## config.mk

```make
export PLATFORM = sky130hd
export DESIGN_NAME = ibex_ex_block_iter
export DESIGN_NICKNAME = d
export VERILOG_FILES = /design/src/rtl/ibex_ex_block_iter.sv
export SDC_FILE = /design/constraint.sdc
export NUM_CORES = 1
export LEC_CHECK = 0
export CELL_PAD_IN_SITES_DETAIL_PLACEMENT = 1
export CELL_PAD_IN_SITES_GLOBAL_PLACEMENT = 2
export CORE_ASPECT_RATIO = 1.4
export CORE_MARGIN = 2
export CORE_UTILIZATION = 34
export CTS_BUF_LIST = sky130_fd_sc_hd__clkbuf_4 sky130_fd_sc_hd__clkbuf_8 sky130_fd_sc_hd__clkbuf_16
export CTS_CLUSTER_SIZE = 16
export DETAILED_ROUTE_END_ITERATION = 8
export PLACE_DENSITY = 0.93
export SETUP_SLACK_MARGIN = 0.1
export SYNTH_ARGS = -nofsm -noshare
export SYNTH_HDL_FRONTEND = slang
export SYNTH_SLANG_ARGS = --single-unit
```

## constraint.sdc

```tcl
create_clock -name clk_i -period 7.19 [get_ports clk_i]
set_clock_uncertainty 0.2 [all_clocks]
set_input_delay 1.438 -clock clk_i [delete_from_list [all_inputs] [get_ports clk_i]]
set_output_delay 1.438 -clock clk_i [all_outputs]
set_load 0.005 [all_outputs]
```

## src/rtl/ibex_ex_block_iter.sv

```systemverilog
// Execute stage: single-cycle ALU plus an iterative shift-add multiplier / restoring divider.
// Optional macro IBEX_EX_EARLY_TERM_EN ends MUL/MULH early once the remaining multiplier bits are zero.
module ibex_ex_block_iter #(
  parameter int unsigned WIDTH           = 32,
  parameter bit          RV32M           = 1'b1,
  parameter bit          BranchTargetALU = 1'b0
) (
  input  logic             clk_i,
  input  logic             rst_ni,
  input  logic [2:0]       alu_operator_i,
  input  logic [WIDTH-1:0] alu_operand_a_i,
  input  logic [WIDTH-1:0] alu_operand_b_i,
  input  logic [WIDTH-1:0] bt_a_operand_i,
  input  logic [WIDTH-1:0] bt_b_operand_i,
  input  logic             multdiv_en_i,
  input  logic [1:0]       multdiv_operator_i,
  input  logic [1:0]       multdiv_signed_mode_i,
  input  logic [WIDTH-1:0] multdiv_operand_a_i,
  input  logic [WIDTH-1:0] multdiv_operand_b_i,
  input  logic             multdiv_ready_id_i,
  input  logic             data_ind_timing_i,
  output logic [WIDTH-1:0] alu_adder_result_ex_o,
  output logic [WIDTH-1:0] branch_target_o,
  output logic             branch_decision_o,
  output logic [WIDTH-1:0] result_ex_o,
  output logic             ex_valid_o,
  output logic             busy_o
);

  localparam int unsigned CW  = $clog2(WIDTH);
  localparam int unsigned CW1 = CW + 1;
  localparam int unsigned DW  = 2 * WIDTH;

  logic [WIDTH-1:0] adder;
  logic [WIDTH-1:0] alu_result;
  logic             cmp;

  // ALU; compare ops return the flag zero-extended
  always_comb begin
    adder      = (alu_operator_i == 3'd1) ? (alu_operand_a_i - alu_operand_b_i)
                                          : (alu_operand_a_i + alu_operand_b_i);
    cmp        = 1'b0;
    alu_result = adder;
    case (alu_operator_i)
      3'd2:    alu_result = alu_operand_a_i ^ alu_operand_b_i;
      3'd3:    alu_result = alu_operand_a_i | alu_operand_b_i;
      3'd4:    alu_result = alu_operand_a_i & alu_operand_b_i;
      3'd5:    cmp = $signed(alu_operand_a_i) < $signed(alu_operand_b_i);
      3'd6:    cmp = alu_operand_a_i < alu_operand_b_i;
      3'd7:    cmp = alu_operand_a_i == alu_operand_b_i;
      default: ;
    endcase
    if (alu_operator_i >= 3'd5) alu_result = WIDTH'(cmp);
  end

  assign alu_adder_result_ex_o = adder;
  assign branch_decision_o     = cmp;

  if (BranchTargetALU) begin : g_bt
    assign branch_target_o = bt_a_operand_i + bt_b_operand_i;
  end else begin : g_bt_alu
    logic unused_bt;
    assign branch_target_o = adder;
    assign unused_bt       = ^{bt_a_operand_i, bt_b_operand_i};
  end

  if (RV32M) begin : g_md
    typedef enum logic [1:0] {IDLE, CALC, FIX, DONE} md_state_e;

    md_state_e        state_q, state_d;
    logic [1:0]       op_q;
    logic             neg_a_q, neg_b_q, ovf_q;
    logic [CW-1:0]    count_q;
    logic [WIDTH-1:0] a_mag_q, b_mag_q, rem_q, quo_q, result_q;
    logic [DW-1:0]    acc_q;

    logic             neg_a, neg_b, ovf, last_step, early_term, rem_ge;
    logic [WIDTH-1:0] a_mag, b_mag, quo_fix, rem_fix, a_val, fix_result;
    logic [WIDTH:0]   rem_shift, rem_sub;
    logic [DW-1:0]    acc_add, prod;

    // Operand capture: magnitudes plus the one overflow case of signed division
    always_comb begin
      neg_a = multdiv_signed_mode_i[0] & multdiv_operand_a_i[WIDTH-1];
      neg_b = multdiv_signed_mode_i[1] & multdiv_operand_b_i[WIDTH-1];
      a_mag = neg_a ? -multdiv_operand_a_i : multdiv_operand_a_i;
      b_mag = neg_b ? -multdiv_operand_b_i : multdiv_operand_b_i;
      ovf   = multdiv_operator_i[1] & (&multdiv_signed_mode_i) &
              (multdiv_operand_a_i == {1'b1, {(WIDTH-1){1'b0}}}) & (&multdiv_operand_b_i);
    end

    // One iteration: dividend bits shift out of quo_q into the remainder
    always_comb begin
      rem_shift = {rem_q, quo_q[WIDTH-1]};
      rem_sub   = rem_shift - {1'b0, b_mag_q};
      rem_ge    = rem_shift >= {1'b0, b_mag_q};
      acc_add   = acc_q + (DW'(a_mag_q) << count_q);
      last_step = count_q == CW'(WIDTH - 1);
    end

`ifdef IBEX_EX_EARLY_TERM_EN
    assign early_term = !op_q[1] && !data_ind_timing_i &&
                        ((b_mag_q >> (CW1'(count_q) + CW1'(1))) == '0);
`else
    logic unused_dit;
    assign early_term = 1'b0;
    assign unused_dit = data_ind_timing_i;
`endif

    // Sign correction and special-case override
    always_comb begin
      prod    = (neg_a_q ^ neg_b_q) ? -acc_q : acc_q;
      quo_fix = (neg_a_q ^ neg_b_q) ? -quo_q : quo_q;
      rem_fix = neg_a_q ? -rem_q : rem_q;
      a_val   = neg_a_q ? -a_mag_q : a_mag_q;
      case (op_q)
        2'd0:    fix_result = prod[WIDTH-1:0];
        2'd1:    fix_result = prod[DW-1:WIDTH];
        2'd2:    fix_result = (b_mag_q == '0) ? '1 :
                              ovf_q ? {1'b1, {(WIDTH-1){1'b0}}} : quo_fix;
        default: fix_result = (b_mag_q == '0) ? a_val : ovf_q ? '0 : rem_fix;
      endcase
    end

    always_ff @(posedge clk_i or negedge rst_ni) begin
      if (!rst_ni) state_q <= IDLE;
      else         state_q <= state_d;
    end

    always_comb begin
      state_d     = state_q;
      busy_o      = state_q != IDLE;
      ex_valid_o  = 1'b0;
      result_ex_o = alu_result;
      case (state_q)
        IDLE: begin
          ex_valid_o = !multdiv_en_i;
          if (multdiv_en_i) state_d = CALC;
        end
        CALC: begin
          if (!multdiv_en_i)                state_d = IDLE;
          else if (last_step || early_term) state_d = FIX;
        end
        FIX:  state_d = multdiv_en_i ? DONE : IDLE;
        DONE: begin
          ex_valid_o  = 1'b1;
          result_ex_o = result_q;
          if (!multdiv_en_i || multdiv_ready_id_i) state_d = IDLE;
        end
        default: state_d = IDLE;
      endcase
    end

    always_ff @(posedge clk_i or negedge rst_ni) begin
      if (!rst_ni) begin
        op_q     <= '0;
        neg_a_q  <= 1'b0;
        neg_b_q  <= 1'b0;
        ovf_q    <= 1'b0;
        count_q  <= '0;
        a_mag_q  <= '0;
        b_mag_q  <= '0;
        rem_q    <= '0;
        quo_q    <= '0;
        acc_q    <= '0;
        result_q <= '0;
      end else begin
        case (state_q)
          IDLE: if (multdiv_en_i) begin
            op_q    <= multdiv_operator_i;
            neg_a_q <= neg_a;
            neg_b_q <= neg_b;
            ovf_q   <= ovf;
            a_mag_q <= a_mag;
            b_mag_q <= b_mag;
            count_q <= '0;
            acc_q   <= '0;
            rem_q   <= '0;
            quo_q   <= a_mag;
          end
          CALC: if (multdiv_en_i) begin
            count_q <= count_q + 1'b1;
            if (op_q[1]) begin
              rem_q <= rem_ge ? rem_sub[WIDTH-1:0] : rem_shift[WIDTH-1:0];
              quo_q <= {quo_q[WIDTH-2:0], rem_ge};
            end else if (b_mag_q[count_q]) begin
              acc_q <= acc_add;
            end
          end
          FIX:     result_q <= fix_result;
          default: ;
        endcase
      end
    end
  end else begin : g_no_md
    logic unused_md;
    assign busy_o      = 1'b0;
    assign ex_valid_o  = 1'b1;
    assign result_ex_o = alu_result;
    assign unused_md   = ^{clk_i, rst_ni, multdiv_en_i, multdiv_operator_i, multdiv_signed_mode_i,
                           multdiv_operand_a_i, multdiv_operand_b_i, multdiv_ready_id_i,
                           data_ind_timing_i};
  end

endmodule

```

==> key figures, run 1 <==
Run status
  – Status: finished with violations
  – Failing checks: DRC

Floorplanning
  – Site Rows: 125
  – I/O Pins: just over 300
  – Initial core utilization: between 30% and 40%
  – Die Area: 86100 sq um
  – Die Y: between 300 and 400 microns
  – Core area: 83000 sq um
  – Die width: between 200 and 250 microns

Yosys
  – Synthesized area: about 28000 sq um
  – Post-synthesis mux area share: under 10%
  – Distinct cells, synth: 98
  – Post-Synthesis Cells: ~3800
  – Post-synthesis net count: between 4000 and 5000
  – Largest family of logic cells by synthesized area: compound AO/OA/AOI/OAI gates
  – Seq/Total Area, Yosys: between 20% and 30%
  – Post-Synth Adder-Cell Area: 9.24%
  – Seq cells post-synth: 236
  – Main synth FF type: dfrtp_1
  – Syn. warnings: 0
  – Post-synth ARST share: 100%
  – Xor and xnor fraction of the mapped netlist area: between 9 and 10%
  – Post-synth EDFFs: 0
  – Synthesized-area fraction occupied by and/or/nand/nor cells: 19.2%
  – Compound-cell area share of the yosys netlist: between 20 and 30%
  – Mean Syn Cell Area: 7.44 sq um

Timing
  – Final hold violations: 0
  – Final Slew Violations: 0
  – Setup TNS: 0 ns
  – RSZ-0062 raised after global routing: yes
  – Setup ws final: about 0.19 ns
  – Min Tclk post-route: about 7 ns
  – Slew HR: between 20% and 30%
  – Tcrit/Tclk final: roughly 97%
  – # setup viols final: 0
  – Worst slew pin tran: around 1.1 ns
  – Fmax: about 140 MHz

Min path
  – Hold Path Cell Cnt: 1
  – Class of the worst hold path: reg -> reg

Clock network
  – Clock sink total: ~240
  – Htree depth: 1
  – TritonCTS buffer count: 30
  – Worst-Skew Late Latency: between 0.6 and 0.7 ns
  – Root Driver: clkbuf_16
  – CTS clk-pin slew, worst paths: approximately 0.070 ns
  – CTS tree: built
  – Clock Tree Buf Depth: 3

Finish
  – Storage cell area: 5910 sq um
  – Utilization after layout: about 40%
  – Final Net Count: 4350
  – Share of layout cells above drive strength 1: under 10%
  – Area grow syn2layout: 16.8%
  – # diodes: 0
  – Layout filler cell count: 10200
  – Area of the multi-input gates: 20800 sq um

Setup path
  – Cell count of the worst reg-to-reg path: 18
  – Critical path's largest stage delay: around 0.51 ns
  – Crit-path slowest cell: clkdlybuf4s50_1
  – CP bufs+invs: 5
  – CP Max Fanout: 5
  – Crit-path cells: clkdlybuf4s50_1 -> inv_1 -> ha_1 -> or3_1 -> or4_4 -> nor2_1 -> o31ai_1 -> buf_4 -> a31o_4 -> o311ai_2 -> a21oi_1 -> mux2_2 -> nor3_1 -> buf_4 -> clkdlybuf4s50_1
  – Worst EP arrival: ~5.4 ns
  – Crit path depth: 15
  – Top delay family on crit path: buffers and inverters
  – CP endpoint kind: primary output
  – Crit start category: input pin
  – Crit path kind: in -> out
  – Worst endpoint required time: approximately 5.6 ns

Drt
  – Vias per cell: roughly 6.0
  – Total Routed Length: between 100000 and 150000 microns
  – Via count: around 30000
  – Antenna viol nets, final: 0
  – DRT Pass-1 Iters: 9
  – WL/cell: between 20 and 25 microns
  – Iteration-0 DRC Markers: roughly 2000
  – # DRC: 14

Placement
  – Routability cong.: about 0.99
  – Pre-CTS setup slack: approximately 0.046 ns
  – Number of port buffers: 237
  – Dpl hpwl: 96600 microns

Global routing
  – Grt ovf: 0
  – All-Layer GR Usage: 27.4%
  – Initial antenna violation count: 1
  – Largest net degree at the start of global routing: between 100 and 150
  – Wire length of the first global-routing pass: between 150000 and 200000 microns
  – Number of global-route vias before repair: roughly 31000

Power
  – Max rail drop VDD: approximately 340 uV
  – Leakage power: 14.4 nW
  – P per Cell Area: ~480 nW/um^2

Flow run
  – Total of max-cap violations: 0
==> worst reg2reg max path, cell delays in order (launching register included) <==
cell	delay, ns
dfrtp_2	0.65
buf_4	0.45
mux2i_1	0.28
nor2_1	0.06
a31oi_1	0.52
o21a_1	0.32
mux2_2	0.24
mux2i_1	0.09
ha_1	0.44
a21oi_1	0.21
o21ai_0	0.15
a31o_2	0.27
o21ai_0	0.12
o21ai_0	0.16
a221o_1	0.34
a31oi_1	0.48
o21a_1	0.30
xnor2_1	0.15
o21ai_0	0.09
==> path summary, 6_finish.rpt <==
kind,start,slack (ns),endpoint
min in group asynchronous,rst_ni,0.68,g_md.a_mag_q[16]
max in group asynchronous,rst_ni,4.78,g_md.count_q[1]
worst min register to register,g_md.acc_q[63],0.31,g_md.acc_q[63]
worst min-delay path,g_md.acc_q[63],0.31,g_md.acc_q[63]
worst max register to register,g_md.count_q[0],1.52,g_md.acc_q[57]
worst max-delay path,alu_operand_a_i[17],0.19,result_ex_o[28]
==> layer usage <==
| layer | track usage, % | share of wire [%] | up-vias |
|---|---|---|---|
| met5 | 0 | 0.013 | - |
| met4 | 15.7 | 6.5 | 2 |
| met3 | 3.07 | 4.8 | 328 |
| met2 | 48.7 | 49 | 931 |
| met1 | 32.0 | 39 | 15000 |
| li1 | - | - | 14000 |
==> Yosys cell counts, types with 76 or more instances <==
library cell	instances	area share [%]
a21o_1	90	2.4
a21oi_1	304	5.3
clkbuf_1	206	2.7
dfrtp_1	236	21
ha_1	204	9.0
inv_1	203	2.7
mux2i_1	100	3.5
nand2_1	440	5.8
nand3_1	76	1.3
nor2_1	289	3.8
nor3_1	77	1.4
o21ai_0	375	6.6
o22ai_1	77	1.7
o31ai_1	80	2.1
xnor2_1	161	5.0
xor2_1	162	5.0
==> stage by stage <==
stage | std cells | total power, mW | instance area, sq um | hold WS (ns)
after floorplan | 3828 | 10.2 | 28500 | 0.251
after global placement | 4984 | 13.9 | 32000 | 0.292
after detailed placement | 4984 | 14.1 | 32000 | 0.296
after CTS | 5039 | 15.8 | 33100 | 0.310
after global routing | 5040 | 17.1 | 33300 | 0.327
final | 5040 | 16.1 | 33300 | 0.309
==> power breakdown <==
part	total, mW	internal (mW)	switching [mW]
Clock	1.65	0.967	0.687
Combinational	11.6	4.26	7.29
Sequential	2.87	1.85	1.03
==> state kept, by name (all words and copies together) (netlist names) <==
register and count:
g_md.a_mag_q 32, g_md.acc_q 64, g_md.b_mag_q 32, g_md.count_q 5
g_md.neg_a_q 1, g_md.neg_b_q 1, g_md.op_q 2, g_md.ovf_q 1
g_md.quo_q 32, g_md.rem_q 32, g_md.result_q 32, g_md.state_q 2
==> cells by family after synthesis <==
| kind of cell | after synthesis |
|---|---|
| flops | 236 |
| fa+ha+maj | 208 |
| mux | 142 |
| simple gates | 1173 |
| xor+xnor | 323 |
| compound gates | 1250 |
| buf+inv | 496 |
==> placed cells by master, fill, tap and decap left out, types with 12 or more instances in the layout <==
cell and n:
and2_1 19, clkbuf_16 30, o31ai_1 79, nor4_1 51
dfrtp_1 232, mux2i_1 100, nand3_1 76, a21oi_1 300
ha_1 198, or3_1 38, nor2b_1 19, a21o_1 90
nand2b_1 18, a211oi_1 46, o22ai_1 76, inv_1 202
o21ai_1 12, o21a_1 20, xnor2_1 160, xor2_1 161
mux2_2 16, and3_1 23, o21bai_1 36, nor2_1 288
nand2_1 439, o41ai_1 26, o21ai_0 372, o221ai_1 18
buf_4 125, or4_1 23, nand4_1 43, clkdlybuf4s50_1 234
a31oi_1 38, nor3_1 73, mux4_2 24
==> layout make-up <==
class	instances	area share, %
clock inverters	18	0.703
clock buffers	37	2.49
repair buffers	364	10.1
well taps	1079	4.06
flip-flops and latches	236	17.8
multi-input cells	3096	62.5
inverters	210	2.37
==> repair_timing <==
item	4_1_cts	5_1_grt
endpoints found under the setup margin	5	31
gates resized for setup	7	38
hold buffers	0	0
pin swaps	1	9
buffers inserted	0	1
No activity file was read; power rests on OpenSTA's default activity.
==> run 2: changes to the inputs <==
--- a/config.mk
+++ b/config.mk
@@ -14,6 +14,7 @@
 export CTS_CLUSTER_SIZE = 16
 export DETAILED_ROUTE_END_ITERATION = 8
 export PLACE_DENSITY = 0.93
+export RECOVER_POWER = 50
 export SETUP_SLACK_MARGIN = 0.1
 export SYNTH_ARGS = -nofsm -noshare
 export SYNTH_HDL_FRONTEND = slang
==> constraint.sdc (replaced) <==
create_clock -name clk_i -period 7.19 [get_ports clk_i]
set_clock_uncertainty 0.2 [all_clocks]
set_input_delay 1.0785 -clock clk_i [delete_from_list [all_inputs] [get_ports clk_i]]
set_output_delay 1.0785 -clock clk_i [all_outputs]
set_load 0.005 [all_outputs]
==> key figures, run 2 (same netlist as run 1, synthesis figures left out) <==
Global routing
  – All-Layer GR Usage: 26.8% (was 27.4%)
  – Initial antenna violation count: 3 (was 1)
  – Largest net degree at the start of global routing: 120 (was 132)
  – Grt ovf: 0 (unchanged)
  – Wire length of the first global-routing pass: 183000 microns (was 187000 microns)
  – Number of global-route vias before repair: 30200 (was 30900)

Floorplanning
  – I/O Pins: 303 (unchanged)
  – Initial core utilization: 34.3% (unchanged)
  – Die Y: 346 microns (unchanged)
  – Die Area: 86100 sq um (unchanged)
  – Site Rows: 125 (unchanged)
  – Die width: 249 microns (unchanged)
  – Core area: 83000 sq um (unchanged)

Setup path
  – CP endpoint kind: primary output (unchanged)
  – CP bufs+invs: 3 (was 5)
  – Crit path launch: alu_operand_b_i[1] (was alu_operand_a_i[17])
  – Cell count of the worst reg-to-reg path: 17 (was 18)
  – Crit path kind: in -> out (unchanged)
  – Top delay family on crit path: compound AO/OA/AOI/OAI gates (was buffers and inverters)
  – Critical path's largest stage delay: 0.60 ns (was 0.51 ns)
  – Crit start category: input pin (unchanged)
  – Crit-path slowest cell: clkdlybuf4s50_1 (unchanged)
  – CP Capture Point: result_ex_o[27] (was result_ex_o[28])
  – Crit path depth: 14 (was 15)
  – R2r endpoint: g_md.acc_q[53] (was g_md.acc_q[57])
  – Worst EP arrival: 5.69 ns (was 5.36 ns)
  – CP Max Fanout: 4 (was 5)
  – Worst reg2reg setup slack: 1.25 ns (was 1.52 ns)
  – Crit-path cells: clkdlybuf4s50_1 -> inv_1 -> ha_1 -> o21bai_1 -> a21oi_1 -> o21ai_0 -> a31o_2 -> o31a_1 -> a221oi_1 -> o22ai_1 -> a221o_1 -> mux2_2 -> a211oi_1 -> clkdlybuf4s50_1 (was clkdlybuf4s50_1 -> inv_1 -> ha_1 -> or3_1 -> or4_4 -> nor2_1 -> o31ai_1 -> buf_4 -> a31o_4 -> o311ai_2 -> a21oi_1 -> mux2_2 -> nor3_1 -> buf_4 -> clkdlybuf4s50_1)
  – Worst endpoint required time: 5.91 ns (was 5.55 ns)
  – CP dominant cell by count: clkdlybuf4s50_1
  – Worst r2r src: g_md.count_q[1] (was g_md.count_q[0])

Finish
  – Layout filler cell count: 10200 (about the same)
  – Top reg by flops: g_md.acc_q (unchanged)
  – Final Net Count: 4270 (was 4350)
  – Share of layout cells above drive strength 1: 4.95% (was 7.85%)
  – Most frequent cells in the layout: nand2_1 (440), o21ai_0 (375), a21oi_1 (303) (was nand2_1 (439), o21ai_0 (372), a21oi_1 (300))
  – Max reg flops: 64 (unchanged)
  – Area grow syn2layout: 13.6% (was 16.8%)
  – Commonest non-fill, non-tap cell in the layout: nand2_1 (unchanged)

Clock network
  – TritonCTS buffer count: 29 (was 30)
  – CTS clk-pin slew, worst paths: 0.07 ns (about the same)
  – Clock Tree Buf Depth: 3 (unchanged)
  – Htree depth: 1 (unchanged)
  – Root Driver: clkbuf_16 (unchanged)
  – Clock sink total: 236 (unchanged)
  – Worst-Skew Late Latency: 0.63 ns (was 0.62 ns)
  – Hold Buf Count CTS: 0 (unchanged)
  – CTS tree: built (unchanged)
  – Post-CTS setup buffers: 0 (unchanged)
  – # resized after CTS: 0 (was 7)

Drt
  – Antenna viol nets, final: 0 (unchanged)
  – Total Routed Length: 119000 microns (was 122000 microns)
  – WL met1: 47400 microns (was 48200 microns)
  – Iteration-0 DRC Markers: 2073 (was 1995)
  – WL/cell: 23.9 microns (was 24.3 microns)
  – Via count: 29700 (was 30200)
  – Routed wl met3: 5740 microns (was 5830 microns)
  – Top routing layer used: met5 (unchanged)
  – # DRC: 28 (was 14)
  – DRT Pass-1 Iters: 8 (was 9)
  – DR WL met2: 58500 microns (was 60300 microns)
  – Vias per cell: 5.98 (was 5.99)

Power
  – Power, Total: 16.0 mW (was 16.1 mW)
  – Clock Power Share: 10.2% (was 10.3%)
  – Combinational Power Share: 71.8% (was 71.9%)
  – P_int: 6.95 mW (was 7.08 mW)
  – Leakage power: 13.8 nW (was 14.4 nW)
  – Switch Pwr: 9.00 mW (about the same)
  – Sw Share: 56.4% (was 56.0%)
  – Max rail drop VDD: 267 uV (was 340 uV)
  – Reg power frac: 18.1% (was 17.9%)
  – P per Cell Area: 493 nW/um^2 (was 483 nW/um^2)

Placement
  – Dpl hpwl: 94300 microns (was 96600 microns)
  – Number of port buffers: 237 (unchanged)
  – Pre-CTS setup slack: 0.342 ns (was 0.0460 ns)
  – Routability cong.: 1.00 (was 0.987)

Min path
  – Class of the worst hold path: in -> async (was reg -> reg)

Timing
  – Final hold violations: 0 (unchanged)
  – Setup TNS: 0 ns (unchanged)
  – Min Tclk post-route: 6.97 ns (was 7.00 ns)
  – Tcrit/Tclk final: 96.9% (was 97.3%)
  – Slew HR: -133% (was 24.9%)
  – Final Slew Violations: 331 (was 0)
  – Setup ws final: 0.224 ns (was 0.191 ns)
  – # setup viols final: 0 (unchanged)
  – RSZ-0062 raised after global routing: no (was yes)
  – Fmax: 144 MHz (was 143 MHz)
  – Worst slew pin tran: 3.49 ns (was 1.13 ns)

Run status
  – Failing checks: DRC, capacitance limit, slew limit (was DRC)
  – Status: finished with violations (unchanged)

Flow run
  – Total of max-cap violations: 5 (was 0)
-- run 2: changes by cell type in the layout (fill, tap and decap cells not counted), moves of 4 or more --
cell,delta
buf_4,-81
clkinvlp_4,+6
a211oi_1,+5
a211oi_2,-5
clkinv_2,-5
ha_1,+5
inv_6,+5
ha_2,-4
-- run 2: layer usage --
| metal | GRT usage, % | up-vias |
|---|---|---|
| met3 | 3.50 | 308 |
| met2 | 47.3 | 884 |
| met5 | 0.336 | - |
| li1 | - | 13800 |
| met1 | 31.4 | 14600 |
| met4 | 14.3 | 4 |
-- run 2: per-stage QoR --
| step | hold WS [ns] | util, % | cell area [sq um] | instances |
|---|---|---|---|---|
| after global routing | 0.323 | 39.0 | 32400 | 4959 |
| final | 0.284 | 39.0 | 32400 | 4961 |
| after global placement | 0.260 | 37.8 | 31400 | 4906 |
| after detailed placement | 0.271 | 37.8 | 31400 | 4906 |
| after floorplan | 0.251 | - | 28500 | 3828 |
| after CTS | 0.289 | 39.0 | 32400 | 4959 |
-- run 2: cell type report --
type	instances	area [sq um]	share of cell area (%)
clock buffers	31	747	2.31
clock inverters	22	277	0.854
flip-flops and latches	236	5910	18.3
well taps	1079	1350	4.17
inverters	210	788	2.44
diodes	2	5.00	0.0155
repair buffers	285	2720	8.42
multi-input cells	3096	20600	63.5
-- run 2: power groups by stage --
| stage | Sequential (mW) | Clock (mW) | Combinational [mW] |
|---|---|---|---|
| CTS | 2.85 | 1.65 | 11.2 |
| finish | 2.88 | 1.62 | 11.4 |
| global placement | 2.84 | 0 | 10.9 |
| detailed placement | 2.87 | 0 | 11.1 |
| global route | 2.95 | 1.70 | 12.3 |
| floorplan | 2.33 | 0 | 7.82 |
-- run 2: worst min path at each step --
stage                          start                to  slack, ns  cells past startpoint
finish                        rst_ni     g_md.quo_q[5]       0.28                      1
global route            g_md.op_q[1]      g_md.op_q[1]       0.32                      2
CTS                     g_md.op_q[1]      g_md.op_q[1]       0.29                      2
detailed placement      g_md.op_q[1]      g_md.op_q[1]       0.27                      2
global placement        g_md.op_q[1]      g_md.op_q[1]       0.26                      2
floorplan           g_md.result_q[3]  g_md.result_q[3]       0.25                      2
-- run 2: worst register-to-register path: cells and delay by family, from the launching register on --
family          cells  cell delay [ns]
flops               1             0.67
compound gates      6             2.08
xor+xnor            1             0.15
fa+ha+maj           1             0.55
buf+inv             1             0.47
mux                 2             0.84
simple gates        6             0.85
